$ cat config.mk
export PLATFORM = sky130hd
export DESIGN_NAME = splash_painter_flat
export DESIGN_NICKNAME = d
export VERILOG_FILES = /design/src/rtl/splash_painter_if.sv /design/src/rtl/splash_painter.sv /design/src/flat_wrapper.sv
export SDC_FILE = /design/constraint.sdc
export NUM_CORES = 1
export LEC_CHECK = 0
export ABC_AREA = 0
export BUFFER_PORTS_ARGS = -buffer_cell sky130_fd_sc_hd__buf_2
export CAP_MARGIN = 20
export CORE_MARGIN = 2
export CORE_UTILIZATION = 45
export CTS_CLUSTER_DIAMETER = 100
export DETAILED_ROUTE_END_ITERATION = 8
export MAX_ROUTING_LAYER = met4
export PLACE_DENSITY = 0.7
export SYNTH_ARGS = -nofsm -noshare
export SYNTH_HDL_FRONTEND = slang
export SYNTH_SLANG_ARGS = --single-unit
$ cat constraint.sdc
create_clock -name clk -period 4.15 [get_ports clk]
set_clock_uncertainty 0.2 [all_clocks]
set_input_delay 1.0375 -clock clk [delete_from_list [all_inputs] [get_ports clk]]
set_output_delay 1.0375 -clock clk [all_outputs]
set_load 0.1 [all_outputs]
$ cat src/rtl/splash_painter_if.sv
// Plot-path bundle between the splash controller, the title/game-over ROMs and the VGA adapter.
// The slave side is the painter; the master side is everything around it.
interface splash_painter_if;
  logic        wren;
  logic        showTitle;
  logic        showGameOver;
  logic        flash;
  logic        drawBlack;
  logic [14:0] rom_addr;
  logic [2:0]  title_q;
  logic [2:0]  gameover_q;
  logic [7:0]  vga_x;
  logic [6:0]  vga_y;
  logic [2:0]  vga_colour;
  logic        vga_plot;
  logic        frame_done;

  modport master (
    output wren, showTitle, showGameOver, flash, drawBlack, title_q, gameover_q,
    input  rom_addr, vga_x, vga_y, vga_colour, vga_plot, frame_done
  );

  modport slave (
    input  wren, showTitle, showGameOver, flash, drawBlack, title_q, gameover_q,
    output rom_addr, vga_x, vga_y, vga_colour, vga_plot, frame_done
  );
endinterface

$ cat src/rtl/splash_painter.sv
// Full-screen raster filler: one pixel per cycle while wren is high, two-stage pipeline so the
// synchronous ROM data lines up with the plotted coordinate.
module splash_painter #(
  parameter int         SCR_W     = 160,
  parameter int         SCR_H     = 120,
  parameter logic [2:0] FLASH_COL = 3'b100,
  parameter logic [2:0] BLACK_COL = 3'b000
) (
  input  logic             clk,
  input  logic             rst,
  splash_painter_if.slave  bus
);

  typedef enum logic [1:0] {MODE_BLACK, MODE_FLASH, MODE_GAMEOVER, MODE_TITLE} mode_e;

  mode_e       mode_sel, prev_mode, mode1;
  logic        prev_wren, restart, at_row_end, at_last;
  logic [7:0]  x, cur_x, x1;
  logic [6:0]  y, cur_y, y1;
  logic [14:0] addr, cur_addr;
  logic        valid, last1;

  always_comb begin
    // NOTE: default assignment first, so no path through the if-chain can infer a latch.
    mode_sel = MODE_BLACK;
    if      (bus.showTitle)    mode_sel = MODE_TITLE;
    else if (bus.showGameOver) mode_sel = MODE_GAMEOVER;
    else if (bus.flash)        mode_sel = MODE_FLASH;
  end

  // A restart emits pixel 0 in the same cycle, so the live pixel is muxed ahead of the registers.
  assign restart    = bus.wren && (!prev_wren || (mode_sel != prev_mode));
  assign cur_x      = restart ? '0 : x;
  assign cur_y      = restart ? '0 : y;
  assign cur_addr   = restart ? '0 : addr;
  assign at_row_end = (cur_x == 8'(SCR_W - 1));
  assign at_last    = at_row_end && (cur_y == 7'(SCR_H - 1));
  assign bus.rom_addr = cur_addr;

  // NOTE: synchronous active-low reset; all state uses non-blocking assignments.
  always_ff @(posedge clk) begin
    if (!rst) begin
      x         <= '0;
      y         <= '0;
      addr      <= '0;
      prev_wren <= 1'b0;
      prev_mode <= MODE_BLACK;
    end else begin
      prev_wren <= bus.wren;
      prev_mode <= mode_sel;
      if (bus.wren) begin
        if (at_last) begin
          x    <= '0;
          y    <= '0;
          addr <= '0;
        end else if (at_row_end) begin
          x    <= '0;
          y    <= cur_y + 7'd1;
          addr <= cur_addr + 15'd1;
        end else begin
          x    <= cur_x + 8'd1;
          addr <= cur_addr + 15'd1;
        end
      end
    end
  end

  always_ff @(posedge clk) begin
    if (!rst) begin
      valid <= 1'b0;
      x1    <= '0;
      y1    <= '0;
      mode1 <= MODE_BLACK;
      last1 <= 1'b0;
    end else begin
      valid <= bus.wren;
      x1    <= cur_x;
      y1    <= cur_y;
      mode1 <= mode_sel;
      last1 <= at_last;
    end
  end

  assign bus.vga_plot   = valid;
  assign bus.vga_x      = x1;
  assign bus.vga_y      = y1;
  assign bus.frame_done = valid && last1;

  // ROM data arrives one cycle after rom_addr, i.e. alongside the stage-1 registers.
  always_comb begin
    bus.vga_colour = BLACK_COL;
    case (mode1)
      MODE_TITLE:    bus.vga_colour = bus.title_q;
      MODE_GAMEOVER: bus.vga_colour = bus.gameover_q;
      MODE_FLASH:    bus.vga_colour = FLASH_COL;
      default:       bus.vga_colour = BLACK_COL;
    endcase
  end

endmodule

$ cat src/flat_wrapper.sv
// flat-port wrapper written by rule: the top's interface ports become plain ports
module splash_painter_flat 
#(
  parameter int         SCR_W     = 160,
  parameter int         SCR_H     = 120,
  parameter logic [2:0] FLASH_COL = 3'b100,
  parameter logic [2:0] BLACK_COL = 3'b000
)
  (clk, rst, bus_wren, bus_showTitle, bus_showGameOver, bus_flash, bus_drawBlack, bus_title_q, bus_gameover_q, bus_rom_addr, bus_vga_x, bus_vga_y, bus_vga_colour, bus_vga_plot, bus_frame_done);
  splash_painter_if bus_i ();
  input  logic clk;
  input  logic rst;
  input wire logic [$bits(bus_i.wren)-1:0] bus_wren;
  input wire logic [$bits(bus_i.showTitle)-1:0] bus_showTitle;
  input wire logic [$bits(bus_i.showGameOver)-1:0] bus_showGameOver;
  input wire logic [$bits(bus_i.flash)-1:0] bus_flash;
  input wire logic [$bits(bus_i.drawBlack)-1:0] bus_drawBlack;
  input wire logic [$bits(bus_i.title_q)-1:0] bus_title_q;
  input wire logic [$bits(bus_i.gameover_q)-1:0] bus_gameover_q;
  output wire logic [$bits(bus_i.rom_addr)-1:0] bus_rom_addr;
  output wire logic [$bits(bus_i.vga_x)-1:0] bus_vga_x;
  output wire logic [$bits(bus_i.vga_y)-1:0] bus_vga_y;
  output wire logic [$bits(bus_i.vga_colour)-1:0] bus_vga_colour;
  output wire logic [$bits(bus_i.vga_plot)-1:0] bus_vga_plot;
  output wire logic [$bits(bus_i.frame_done)-1:0] bus_frame_done;
  assign bus_i.wren = bus_wren;
  assign bus_i.showTitle = bus_showTitle;
  assign bus_i.showGameOver = bus_showGameOver;
  assign bus_i.flash = bus_flash;
  assign bus_i.drawBlack = bus_drawBlack;
  assign bus_i.title_q = bus_title_q;
  assign bus_i.gameover_q = bus_gameover_q;
  assign bus_rom_addr = bus_i.rom_addr;
  assign bus_vga_x = bus_i.vga_x;
  assign bus_vga_y = bus_i.vga_y;
  assign bus_vga_colour = bus_i.vga_colour;
  assign bus_vga_plot = bus_i.vga_plot;
  assign bus_frame_done = bus_i.frame_done;
  splash_painter #(.SCR_W(SCR_W), .SCR_H(SCR_H), .FLASH_COL(FLASH_COL), .BLACK_COL(BLACK_COL)) u_core (.clk(clk), .rst(rst), .bus(bus_i));
endmodule
# Yosys cells after proc, flatten, opt, wreduce, memory -nomap -nowiden
# Index checks and enable logic that the tools add are counted.
[op_classes]
n_addsub = 3
n_eq_ne = 6
n_mux = 12
reduce_logical = 7
[op_table]
columns = ["op", "n"]
rows = [
  ["15-bit two-way mux", 2],
  ["8-bit two-way mux", 3],
  ["7-bit two-way mux", 3],
  ["15-bit by 1-bit adder with 15-bit output (second input constant)", 1],
  ["3-bit case mux with 3 select lines", 1],
  ["8-bit by 1-bit adder with 8-bit output (second input constant)", 1],
  ["8-bit == test (second input constant)", 1],
  ["7-bit by 1-bit adder with 7-bit output (second input constant)", 1],
  ["7-bit == test (second input constant)", 1],
  ["2-bit == test (second input constant)", 2],
  ["2-bit two-way mux", 2],
  ["1-bit logical AND", 3],
  ["2-bit by 1-bit == test with 1-bit output (second input constant)", 1],
  ["2-bit inequality test", 1],
  ["2-bit AND reduction", 1],
  ["2-bit nonzero test", 1],
  ["1-bit zero test", 1],
  ["1-bit logical OR", 1],
  ["1-bit two-way mux", 1],
]
[totals]
register_bits = 49
inputBits = 13
out_inout_bits = 35
wordCells = 36

# Depth between registers and ports, before layout
# Gate-level depths: netlist of run 1.
[logic_depth]
word_depth = 11
ltp_mapped = 14
depth_no_buf = 11

# Worst setup path before layout of run 1
# No wires, ideal clock.
[synth_timing]
path_kind = "input to register"
startpoint = "in bus_showGameOver"
endpoint = "reg u_core.addr[6]"
setup_time_ps = 70
arrival_ps = 4539
required_ps = 3880
path_slack_ps = -660
cell_stages = 12
n_path_buf = 1
cell_sequence = "or4b_1 > a21oi_1 > nor2_1 > nand2_1 > clkbuf_1 > and2_1 > ha_1 > nand3_1 > or2_2 > or3_1 > a211o_1 > a21oi_1"
[synth_via]
word_cells_on_any_way = 13
classes_between = "1 x add/sub; 3 x eq/ne; 6 x mux; 3 x reduce/logical"
[synth_rtl]
columns = ["item", "line", "rtl"]
rows = [
  ["start, declared", "flat_wrapper.sv:15", "input wire logic [$bits(bus_i.showGameOver)-1:0] bus_showGameOver;"],
  ["2-bit two-way mux", "splash_painter.sv:27", "else if (bus.showGameOver) mode_sel = MODE_GAMEOVER;"],
  ["2-bit two-way mux", "splash_painter.sv:26", "if (bus.showTitle) mode_sel = MODE_TITLE;"],
  ["2-bit inequality test", "splash_painter.sv:32", "assign restart = bus.wren && (!prev_wren || (mode_sel != prev_mode));"],
  ["1-bit logical OR", "splash_painter.sv:32", ""],
  ["1-bit logical AND", "splash_painter.sv:32", ""],
  ["15-bit two-way mux", "splash_painter.sv:35", "assign cur_addr = restart ? '0 : addr;"],
  ["named net bus_rom_addr[0]", "flat_wrapper.sv:20", "output wire logic [$bits(bus_i.rom_addr)-1:0] bus_rom_addr;"],
  ["15-bit by 1-bit adder with 15-bit output", "splash_painter.sv:59, splash_painter.sv:62", ""],
  ["15-bit two-way mux", "splash_painter.sv:52", "if (at_last) begin"],
  ["end signal, assigned", "splash_painter.sv:59", "addr <= cur_addr + 15'd1;"],
  ["end signal, assigned", "splash_painter.sv:62", "addr <= cur_addr + 15'd1;"],
  ["end, declared", "splash_painter.sv:20", "logic [14:0] addr, cur_addr;"],
]
# The timed path passes the listed nets, and every way through them passes these cells.
# A chain may end at the register's enable or synchronous reset.

# Worst setup path after layout of run 1
[layout_timing]
startpoint = "in bus_showGameOver"
endpoint = "out bus_rom_addr[8]"
[layout_via]
elab_chain_len = 6
[layout_lines]
columns = ["item", "line"]
rows = [
  ["2-bit two-way mux", "splash_painter.sv:27"],
  ["2-bit two-way mux", "splash_painter.sv:26"],
  ["2-bit inequality test", "splash_painter.sv:32"],
  ["1-bit logical OR", "splash_painter.sv:32"],
  ["1-bit logical AND", "splash_painter.sv:32"],
  ["15-bit two-way mux", "splash_painter.sv:35"],
  ["end, declared", "flat_wrapper.sv:20"],
]
# No other way between the ends.

==> results of run 1 <==
[layout make-up]
| type | count | area [µm²] | area share |
|---|---|---|---|
| Tap cell | 72 | 90.1 | 0.0275 |
| Multi-Input combinational cell | 223 | 1420 | 0.432 |
| Inverter | 5 | 18.8 | 0.00573 |
| Sequential cell | 49 | 981 | 0.299 |
| Clock inverter | 3 | 22.5 | 0.00688 |
| Timing Repair Buffer | 74 | 678 | 0.207 |
| Clock buffer | 5 | 68.8 | 0.0210 |
[through the flow]
stage               utilization  TNS (ps)
floorplan                     -     -71.8
global placement          0.589         0
detailed placement        0.589     -8.67
CTS                       0.606         0
global route              0.606         0
finish                    0.606         0
[what timing repair did]
action,CTS,global route
endpoints found under the setup margin,0,8
resized for setup,0,1
hold buffers,0,0
[power by group through the flow]
stage	logic, mW	clock network [mW]	registers [mW]
global placement	0.100	0	0.493
global route	0.110	0.310	0.483
detailed placement	0.102	0	0.493
finish	0.103	0.286	0.482
CTS	0.102	0.289	0.482
floorplan	0.0638	0	0.497
[worst max-delay path: stages]
cell and delay (ps):
buf_2 130, or3_4 390, a2111oi_4 320, nor2_1 120, nand2_2 140, buf_4 160, buf_4 140, and2_2 170
buf_12 170
[kinds of logic after synthesis]
kind of cell | after synthesis
AOI/OAI and AO/OA | 62
xor gates and xnor gates | 1
muxes | 2
buffers and inverters | 24
DFF | 49
and+or+nand+nor | 155
adders and majority gates | 3
[registers in the layout, summed over array words and instances, names as in the netlist]
register,flops
u_core.addr,15
u_core.bus.vga_x,8
u_core.x,8
u_core.bus.vga_y,7
u_core.y,7
u_core.prev_mode,2
u_core.last1,1
u_core.prev_wren,1
[cell usage in the layout (no fill, tap or decap), types with 5 or more instances in the layout]
| cell type | count |
|---|---|
| dfxtp_1 | 49 |
| buf_2 | 31 |
| nand2_1 | 29 |
| buf_4 | 27 |
| and3_1 | 21 |
| a21oi_1 | 16 |
| buf_12 | 16 |
| nor2_1 | 15 |
| and2_2 | 13 |
| nand4_1 | 11 |
| nand3_1 | 10 |
| o21ai_0 | 10 |
| nor3_1 | 9 |
| and2_1 | 6 |
| a31oi_1 | 6 |
| nor4_1 | 6 |
| or3_1 | 6 |
| nand4b_1 | 5 |
| clkbuf_8 | 5 |
[path summary, 6_finish.rpt]
path	from	to	slack (ps)	cells past startpoint
setup / recovery	bus_showGameOver	bus_rom_addr[8]	140	9
hold / removal	u_core.addr[14]	u_core.addr[14]	280	1
setup reg to reg	u_core.prev_mode[1]	u_core.addr[6]	850	12
hold reg to reg	u_core.addr[14]	u_core.addr[14]	280	1
[layer usage]
layer / global-route usage / vias to the layer above
met5: - / -
met4: 0.0632 / 0
met3: 0.0391 / 9
met2: 0.366 / 80
met1: 0.260 / 1183
li1: - / 1213
==> impl_results.md, run 1 <==
- Antenna violations before repair: 0
- Simple-gate portion of the synthesized area: 0.356
- Synth warnings: 0
- Post-synth EDFFs: 0
- Row count: 27
- Period utilisation layout: 0.967
- WL/cell: about 14 µm
- Outcome: finished clean
- Clk pin slew, worst setup/hold paths: ~90 ps
- Die Area: 0.00613 mm²
- Element type at the critical path start: primary input
- Post-CTS Setup Inserts: 0
- DR top layer: met4
- Hold Path Class: flop to flop
- Max Slew Vio Count: 0
- Post-Syn Instances: 296
- Switching share of power: 0.283
- Crit path required time: 2910 ps
- WL met1: 2710 µm
- CTS max path bufs: 2
- Final net count: ~370
- Crit Path Max Fanout: 8
- Worst Slack Setup Final: 136 ps
- Cell accounting for the most synthesized area: dfxtp_1
- Synth async-reset ratio: 0
- Int Pwr: about 0.62 mW
- Global-route wire length before repair: 10,600 µm
- Number of antenna diodes: 0
- Unrepaired setup endpoints after global routing: no
- Yosys cell types: 58
- Placed cell count: 423
- Num CTS Buffers: 5
- Slew HR: 0.432
- Static Leak: ~1.4 nW
- GRT Overall Usage: 0.214
- Final Hold Fails: 0
- Vias per Instance: ~5.8
- Port bufs: 46
- VDD IR max: 0.000141 V
- Largest family of logic cells by synthesized area: simple AND/OR/NAND/NOR gates
- Die H: approximately 78 µm
- Count of final setup violators: 0
- Worst slack, placed: -8.67 ps
- DIE WIDTH: 78.3 µm
- Fill cells: 491
- Clk pwr share: 0.329
- DRC: 0
- Starting Density: 0.459
- Fmax: 249 MHz
- Post-Syn Area per Cell: around 8.4 µm²
- Yosys reg bits: 49
- Routed wl met3: 302 µm
- Fraction of layout cells with a size suffix above 1: 0.306
- Routed WL: 6170 µm
- Grt total ovfl: 0
- P per Cell Area: 266 mW/mm²
- Hold slack final: 284 ps
- Post-Syn Nets: ~310
- Clock Latency Late Sink: approximately 310 ps
- Most frequent cell after synthesis: dfxtp_1
- Total power: 0.871 mW
- Top area cells in the synthesized netlist: dfxtp_1 40%, and2_1 5.3%, and3_1 5.3%, nand2_1 4.5%, a21oi_1 3.4%
- Top cell type's share of synthesized area: 0.395
- Hpwl dp: 4390 µm
- Flop pwr share: 0.554
- CTS H-tree depth: 2
- Minimum clock period after layout: 4010 ps
- Area growth from synthesis to layout: 32.0%
- Worst setup EP type: primary output
- Number of clock sinks: 49
- Synth Flop Type: dfxtp_1
- Synth Area in Compound Gates: 0.176
- Layout Cells excl Fill: 431
- I/O pins: 48
- Placed cell area: 0.00318 mm²
- Sequential area share after synthesis: 0.395
- Post-route cell area: 0.00328 mm²
- Root Driver: clkbuf_8
- Post-synthesis mux area share: 0.00806
- Final ANT Viol Nets: 0
- Slew @ Worst Pin: 852 ps
- Max-cap viol count: 0
- Switching power total: 0.247 mW
- Met2 Wirelength: 3080 µm
- Initial drt markers: between 150 and 200
- Post-synthesis cell area: 0.00248 mm²
- Gate power share: 0.118
- CP Class: primary input to primary output
- CTS tree: yes
- Commonest cells in the synthesized netlist: 49 x dfxtp_1, 30 x nand2_1, 21 x and2_1, 21 x and3_1, 17 x a21oi_1
- Synth Area in XOR/XNOR: 0.00353
- Pin count of the biggest net entering global routing: 34
- Core area: 0.00541 mm²
- DR vias: 2,485
- Gpl congestion: 0.881
- TritonRoute pass-1 iters: 4
- Vias in the first global route: 2,327
- WP data arrival: 2780 ps
- Synth Area in Adders: 0.0151
(Power assumes the default switching activity.)
==> run 2, diff against run 1 <==
--- a/config.mk
+++ b/config.mk
@@ -5,7 +5,7 @@
 export SDC_FILE = /design/constraint.sdc
 export NUM_CORES = 1
 export LEC_CHECK = 0
-export ABC_AREA = 0
+export ABC_AREA = 1
 export BUFFER_PORTS_ARGS = -buffer_cell sky130_fd_sc_hd__buf_2
 export CAP_MARGIN = 20
 export CORE_MARGIN = 2
@@ -13,7 +13,8 @@
 export CTS_CLUSTER_DIAMETER = 100
 export DETAILED_ROUTE_END_ITERATION = 8
 export MAX_ROUTING_LAYER = met4
-export PLACE_DENSITY = 0.7
+export PLACE_DENSITY = 0.69
+export SLEW_MARGIN = 20
 export SYNTH_ARGS = -nofsm -noshare
 export SYNTH_HDL_FRONTEND = slang
 export SYNTH_SLANG_ARGS = --single-unit
==> run 2 against run 1 <==
  * Sequential share of layout area rose by 0.62 points
  * Die area rose by 5.4%
  * Sequential power barely moved
  * Worst hold slack got worse by 10 ps
  * Wire length fell by 6.1%
  * Critical path depth rose by 1
  * Total power rose by 5.4%
  * Synthesized area rose by 5.6%
  * Via count fell by 1.8%
  * First-iteration DRC count fell by 23%
  * Critical path type unchanged
  * Critical endpoint is now bus_rom_addr[3]
  * Largest power group unchanged
==> impl_results.md, run 2 <==
- Outcome: finished clean
- CP peak stage delay: 350 ps
- GRT Overall Usage: 0.197
- Max Slew Vio Count: 0
- Die Area: roughly 0.0065 mm²
- Top cell type's share of synthesized area: 0.374
- Total power: 0.918 mW
- Critical path cell sequence: buf_2 > nor2_2 > nor2_1 > nor2_1 > nand2_1 > nand2_2 > buf_4 > nand2_1 > inv_1 > buf_12
- CTS tree: yes
- Initial drt markers: approximately 130
- Port bufs: 46
- Vias in the first global route: ~2,300
- Placed cell count: about 480
- Fill cells: 531
- Layout Cells excl Fill: 490
- Worst Setup SP: bus_showGameOver
- Sequential area share after synthesis: 0.374
- Synth Flop Type: dfxtp_1
- Static Leak: 1.41 nW
- Routed WL: 5790 µm
- TritonRoute pass-1 iters: 4
- WL/cell: 11.8 µm
- Clk pin slew, worst setup/hold paths: 90 ps
- Commonest cells in the synthesized netlist: 96 x nand2_1, 49 x dfxtp_1, 45 x inv_1
- Pin count of the biggest net entering global routing: 47
- Worst Slack Setup Final: 436 ps
- HP Start: u_core.y[6]
- CTS H-tree depth: 2
- Crit path required time: 2910 ps
- Multi-input gate area: between 0.001 and 0.0015 mm²
- Die H: 80.3 µm
- Most common cell after layout, fill and taps aside: nand2_1
- Final Hold Fails: 0
- Post-route cell area: between 0.003 and 0.004 mm²
- Slew HR: 0.477
- Worst path bufs/invs: 4
- WP data arrival: 2480 ps
- Final ANT Viol Nets: 0
- Fmax: 269 MHz
- DRC: 0
- Storage cell area: ~980 µm²
- Hpwl dp: between 4000 and 5000 µm
- Synth warnings: 0
- Top area cells in the synthesized netlist: dfxtp_1 37%, nand2_1 14%, nand3_1 7.3%, inv_1 6.4%, nor2_1 6.2%
- Post-CTS sizing: 0
- Hold Path Class: flop to flop
- Yosys reg bits: 49
- Period utilisation layout: 0.895
- Crit Reg-Reg Startpoint: u_core.prev_mode[1]
- Post-synth EDFFs: 0
- I/O pins: 48
- Worst slack, placed: between 400 and 500 ps
- Setup TNS: 0 ps
- Post-Syn Nets: 392
- Global-route wire length before repair: roughly 9900 µm
- Num CTS Buffers: 5
- Cell accounting for the most synthesized area: dfxtp_1
- Leading cell types in the layout, fill and taps excluded: 96 x nand2_1, 49 x dfxtp_1, 45 x inv_1, 39 x nor2_1, 38 x nand3_1
- Post-Syn Instances: 376
- Number of antenna diodes: 0
- Element type at the critical path start: primary input
- Post-synthesis cell area: 0.00262 mm²
- Count of final setup violators: 0
- Clock Latency Late Sink: 300 ps
- Antenna violations before repair: 0
- Root Driver: clkbuf_8
- Final net count: 433
- Post-CTS Setup Inserts: 0
- Slew @ Worst Pin: 784 ps
- Vias per Instance: 4.98
- DR vias: 2,440
- Yosys cell types: 27
- Worst setup EP type: primary output
- Unrepaired setup endpoints after global routing: no
- CP Class: primary input to primary output
- Gpl congestion: 0.892
- Starting Density: 0.470
- Area growth from synthesis to layout: 22.4%
- Number of clock sinks: just under 50
- Minimum clock period after layout: roughly 3700 ps
- Most frequent cell after synthesis: nand2_1
- Fraction of layout cells with a size suffix above 1: 0.215
- Crit Path Max Fanout: 24
- Top reg by flops: u_core.addr
- Placed cell area: around 0.0031 mm²
- P per Cell Area: 286 mW/mm²
- Post-CTS Hold Buffers: 0
- Max reg flops: 15
- Grt total ovfl: 0
- DIE WIDTH: 80.3 µm
- Fin util: 0.576
- Row count: 27
- Max-cap viol count: 0
- VDD IR max: 0.000140 V
- Crit path max-delay cell type: buf_4
- Kind of cell adding the most delay to the critical path: buffers and inverters
- Synth async-reset ratio: 0
- Post-Syn Area per Cell: ~7.0 µm²
- CTS max path bufs: 2
- Core area: 0.00557 mm²
- Hold slack final: 274 ps
run 2: worst paths after layout:
path,to,slack [ps],cells past startpoint
setup / recovery,bus_rom_addr[3],440,10
hold / removal,u_core.y[6],270,2
setup reg to reg,u_core.addr[8],1460,13
hold reg to reg,u_core.y[6],270,2
run 2: cell type report:
type,instances,share of cell area
multi-input cells,263,0.425
well taps,72,0.0281
flip-flops and latches,49,0.306
repair buffers,48,0.147
clock inverters,1,0.00936
inverters,50,0.0585
clock buffers,7,0.0269
run 2: logic make-up after synthesis:
logic type,count (synthesis),share of synthesized area
xor+xnor,4,0.0134
compound gates,38,0.0768
fa+ha+maj,3,0.0143
buf+inv,64,0.110
simple gates,218,0.412
flops,49,0.374
run 2: where the power goes:
part | switching (mW) | leakage [nW] | internal, mW
registers | 0.00487 | 0.396 | 0.474
logic | 0.0712 | 0.960 | 0.0195
clock network | 0.152 | 0.0585 | 0.197
run 2: worst reg2reg max path, stage by stage (launching register included):
cell	delay, ps
dfxtp_1	470
nand2_1	80
nand2_1	60
nor2_1	30
nand2_1	60
nand2_2	130
inv_2	330
nor2_1	80
ha_1	220
nand4_1	190
nor2_4	90
a21oi_4	350
nand3_1	140
a21oi_1	170
run 2: layer usage:
layer  part of all wire  wire, µm  track usage  vias to the layer above
li1                   -         -            -                     1271
met1               0.45      2600        0.242                     1077
met2               0.49      2810        0.328                       83
met3              0.054       315       0.0348                        9
met4              0.010        58       0.0678                        0
met5                  0         0            -                        -
==> run 3, diff against run 2 <==
--- a/config.mk
+++ b/config.mk
@@ -13,7 +13,7 @@
 export CTS_CLUSTER_DIAMETER = 100
 export DETAILED_ROUTE_END_ITERATION = 8
 export MAX_ROUTING_LAYER = met4
-export PLACE_DENSITY = 0.69
+export PLACE_DENSITY_LB_ADDON = 0.3
 export SLEW_MARGIN = 20
 export SYNTH_ARGS = -nofsm -noshare
 export SYNTH_HDL_FRONTEND = slang
==> run 3 against run 2 <==
  * Register-to-register slack better by 40 ps
  * Cell area unchanged
  * Critical path type unchanged
  * Wire length fell by 5.6%
  * Critical path depth unchanged
  * Via count down 0.37%
  * Final cell count stayed put
  * Die area unchanged
  * Sequential power hardly changed
  * Largest cell class unchanged
  * Largest power group unchanged
==> impl_results.md, run 3 (same netlist as run 2, synthesis figures left out) <==
- Outcome: finished clean
- Number of antenna diodes: 0
- Fin util: 0.576
- DIE WIDTH: 80.3 µm
- Vias in the first global route: 2,225
- Routed WL: 5470 µm
- CTS max path bufs: 2
- Post-CTS sizing: 0
- Placed cell area: 0.00309 mm²
- Num CTS Buffers: 5
- R2R setup slack: 1500 ps
- Flop pwr share: 0.523
- DRC: 0
- Port bufs: 46
- Worst r2r dst: u_core.y[5]
- Area growth from synthesis to layout: 22.4%
- Max reg flops: 15
- Grt met1 use: 0.226
- Die H: 80.3 µm
- Crit Path Max Fanout: 20
- Max-cap viol count: 0
- Pin count of the biggest net entering global routing: 47
- Post-CTS Setup Inserts: 0
- Number of clock sinks: 49
- Final net count: 433
- Clock Latency Late Sink: ~300 ps
- Placed cell count: 482
- Grt total ovfl: 0
- Post-CTS Hold Buffers: 0
- Met2 Usage GRT: 0.307
- CP Class: primary input to primary output
- DR vias: 2,431
- Global-route wire length before repair: 9350 µm
- Hpwl dp: 3950 µm
- Leading cell types in the layout, fill and taps excluded: 96 x nand2_1, 49 x dfxtp_1, 45 x inv_1, 39 x nor2_1, 38 x nand3_1
- Element type at the critical path start: primary input
- Worst Slack Setup Final: 574 ps
- Path depth of the worst reg2reg path: 14
- Setup TNS: 0 ps
- Count of final setup violators: 0
- Die Area: 0.00645 mm²
- Most common cell after layout, fill and taps aside: nand2_1
- Post-route cell area: 0.00321 mm²
- Clk pwr share: 0.378
- Worst Setup SP: bus_showGameOver
- Root Driver: clkbuf_8
- Static Leak: 1.41 nW
- WL/cell: approximately 11 µm
- Vias per Instance: 4.96
- Core area: 0.00557 mm²
- Gpl congestion: 0.899
- Initial drt markers: 142
- Top reg by flops: u_core.addr
- Slew HR: 0.499
- Row count: 27
- Max Slew Vio Count: 0
- Crit path capture: bus_rom_addr[4]
- Minimum clock period after layout: 3580 ps
- Layout Cells excl Fill: 490
- Hold slack final: between 200 and 300 ps
- WP data arrival: between 2000 and 2500 ps
- Total power: 0.915 mW
- Crit Reg-Reg Startpoint: u_core.prev_mode[1]
- HP Start: u_core.addr[14]
- P per Cell Area: 285 mW/mm²
- Starting Density: 0.470
- Switching share of power: 0.246
- Antenna violations before repair: 0
- Hold Path Class: flop to flop
- Int Pwr: between 0.6 and 0.7 mW
- Crit path required time: roughly 2900 ps
- Final Hold Fails: 0
- Slew @ Worst Pin: 750 ps
- I/O pins: 48
- GRT Overall Usage: 0.185
- Fraction of layout cells with a size suffix above 1: 0.215
- Unrepaired setup endpoints after global routing: no
- VDD IR max: around 0.00013 V
- Switching power total: around 0.23 mW
- Busiest grt layer: met2
- CTS H-tree depth: 2
- Clk pin slew, worst setup/hold paths: 80 ps
- Period utilisation layout: 0.862
- Worst setup EP type: primary output
- Worst slack, placed: 586 ps
- Final ANT Viol Nets: 0
- Fmax: 280 MHz
- TritonRoute pass-1 iters: 4
- CTS tree: yes
- Gate power share: 0.099
- GR met3 Demand/Resource: 0.0281
## run 3: cell counts in the layout (fill, tap and decap cells not counted)
No cell type changed its count.
## run 3: critical path, cell delays in order
cell	delay, ps
buf_2	110
nor2_2	130
nor2_1	50
nor2_1	100
nand2_1	80
nand2_2	90
buf_4	270
nand2_1	120
inv_1	150
buf_12	190
## run 3: how the worst min path moves through the flow
stage               depth (start not counted)              end  slack [ps]
detailed placement                          2  u_core.addr[14]         270
finish                                      2  u_core.addr[14]         270
global placement                            2  u_core.addr[14]         260
CTS                                         2  u_core.addr[14]         280
global route                                2      u_core.y[6]         310
floorplan                                   2  u_core.addr[14]         250
## run 3: power groups by stage
stage | combinational (mW) | clock [mW] | sequential, mW
finish | 0.0904 | 0.346 | 0.479
global route | 0.0985 | 0.376 | 0.480
CTS | 0.0910 | 0.355 | 0.479
detailed placement | 0.0907 | 0 | 0.490
global placement | 0.0902 | 0 | 0.490
floorplan | 0.0696 | 0 | 0.496
## run 3: per-layer routing
| metal | up-vias | share of wire |
|---|---|---|
| met3 | 7 | 0.040 |
| met4 | 0 | 0.010 |
| li1 | 1270 | - |
| met2 | 51 | 0.50 |
| met1 | 1103 | 0.45 |
| met5 | - | 0 |
## run 3: cell type report
type / instances / area [µm²]
fillers: 544 / 2360
clock buffers: 7 / 86.3
repair buffers: 48 / 470
multi-input cells: 263 / 1360
inverters: 50 / 188
well taps: 72 / 90.1
clock inverters: 1 / 30.0
flip-flops and latches: 49 / 981
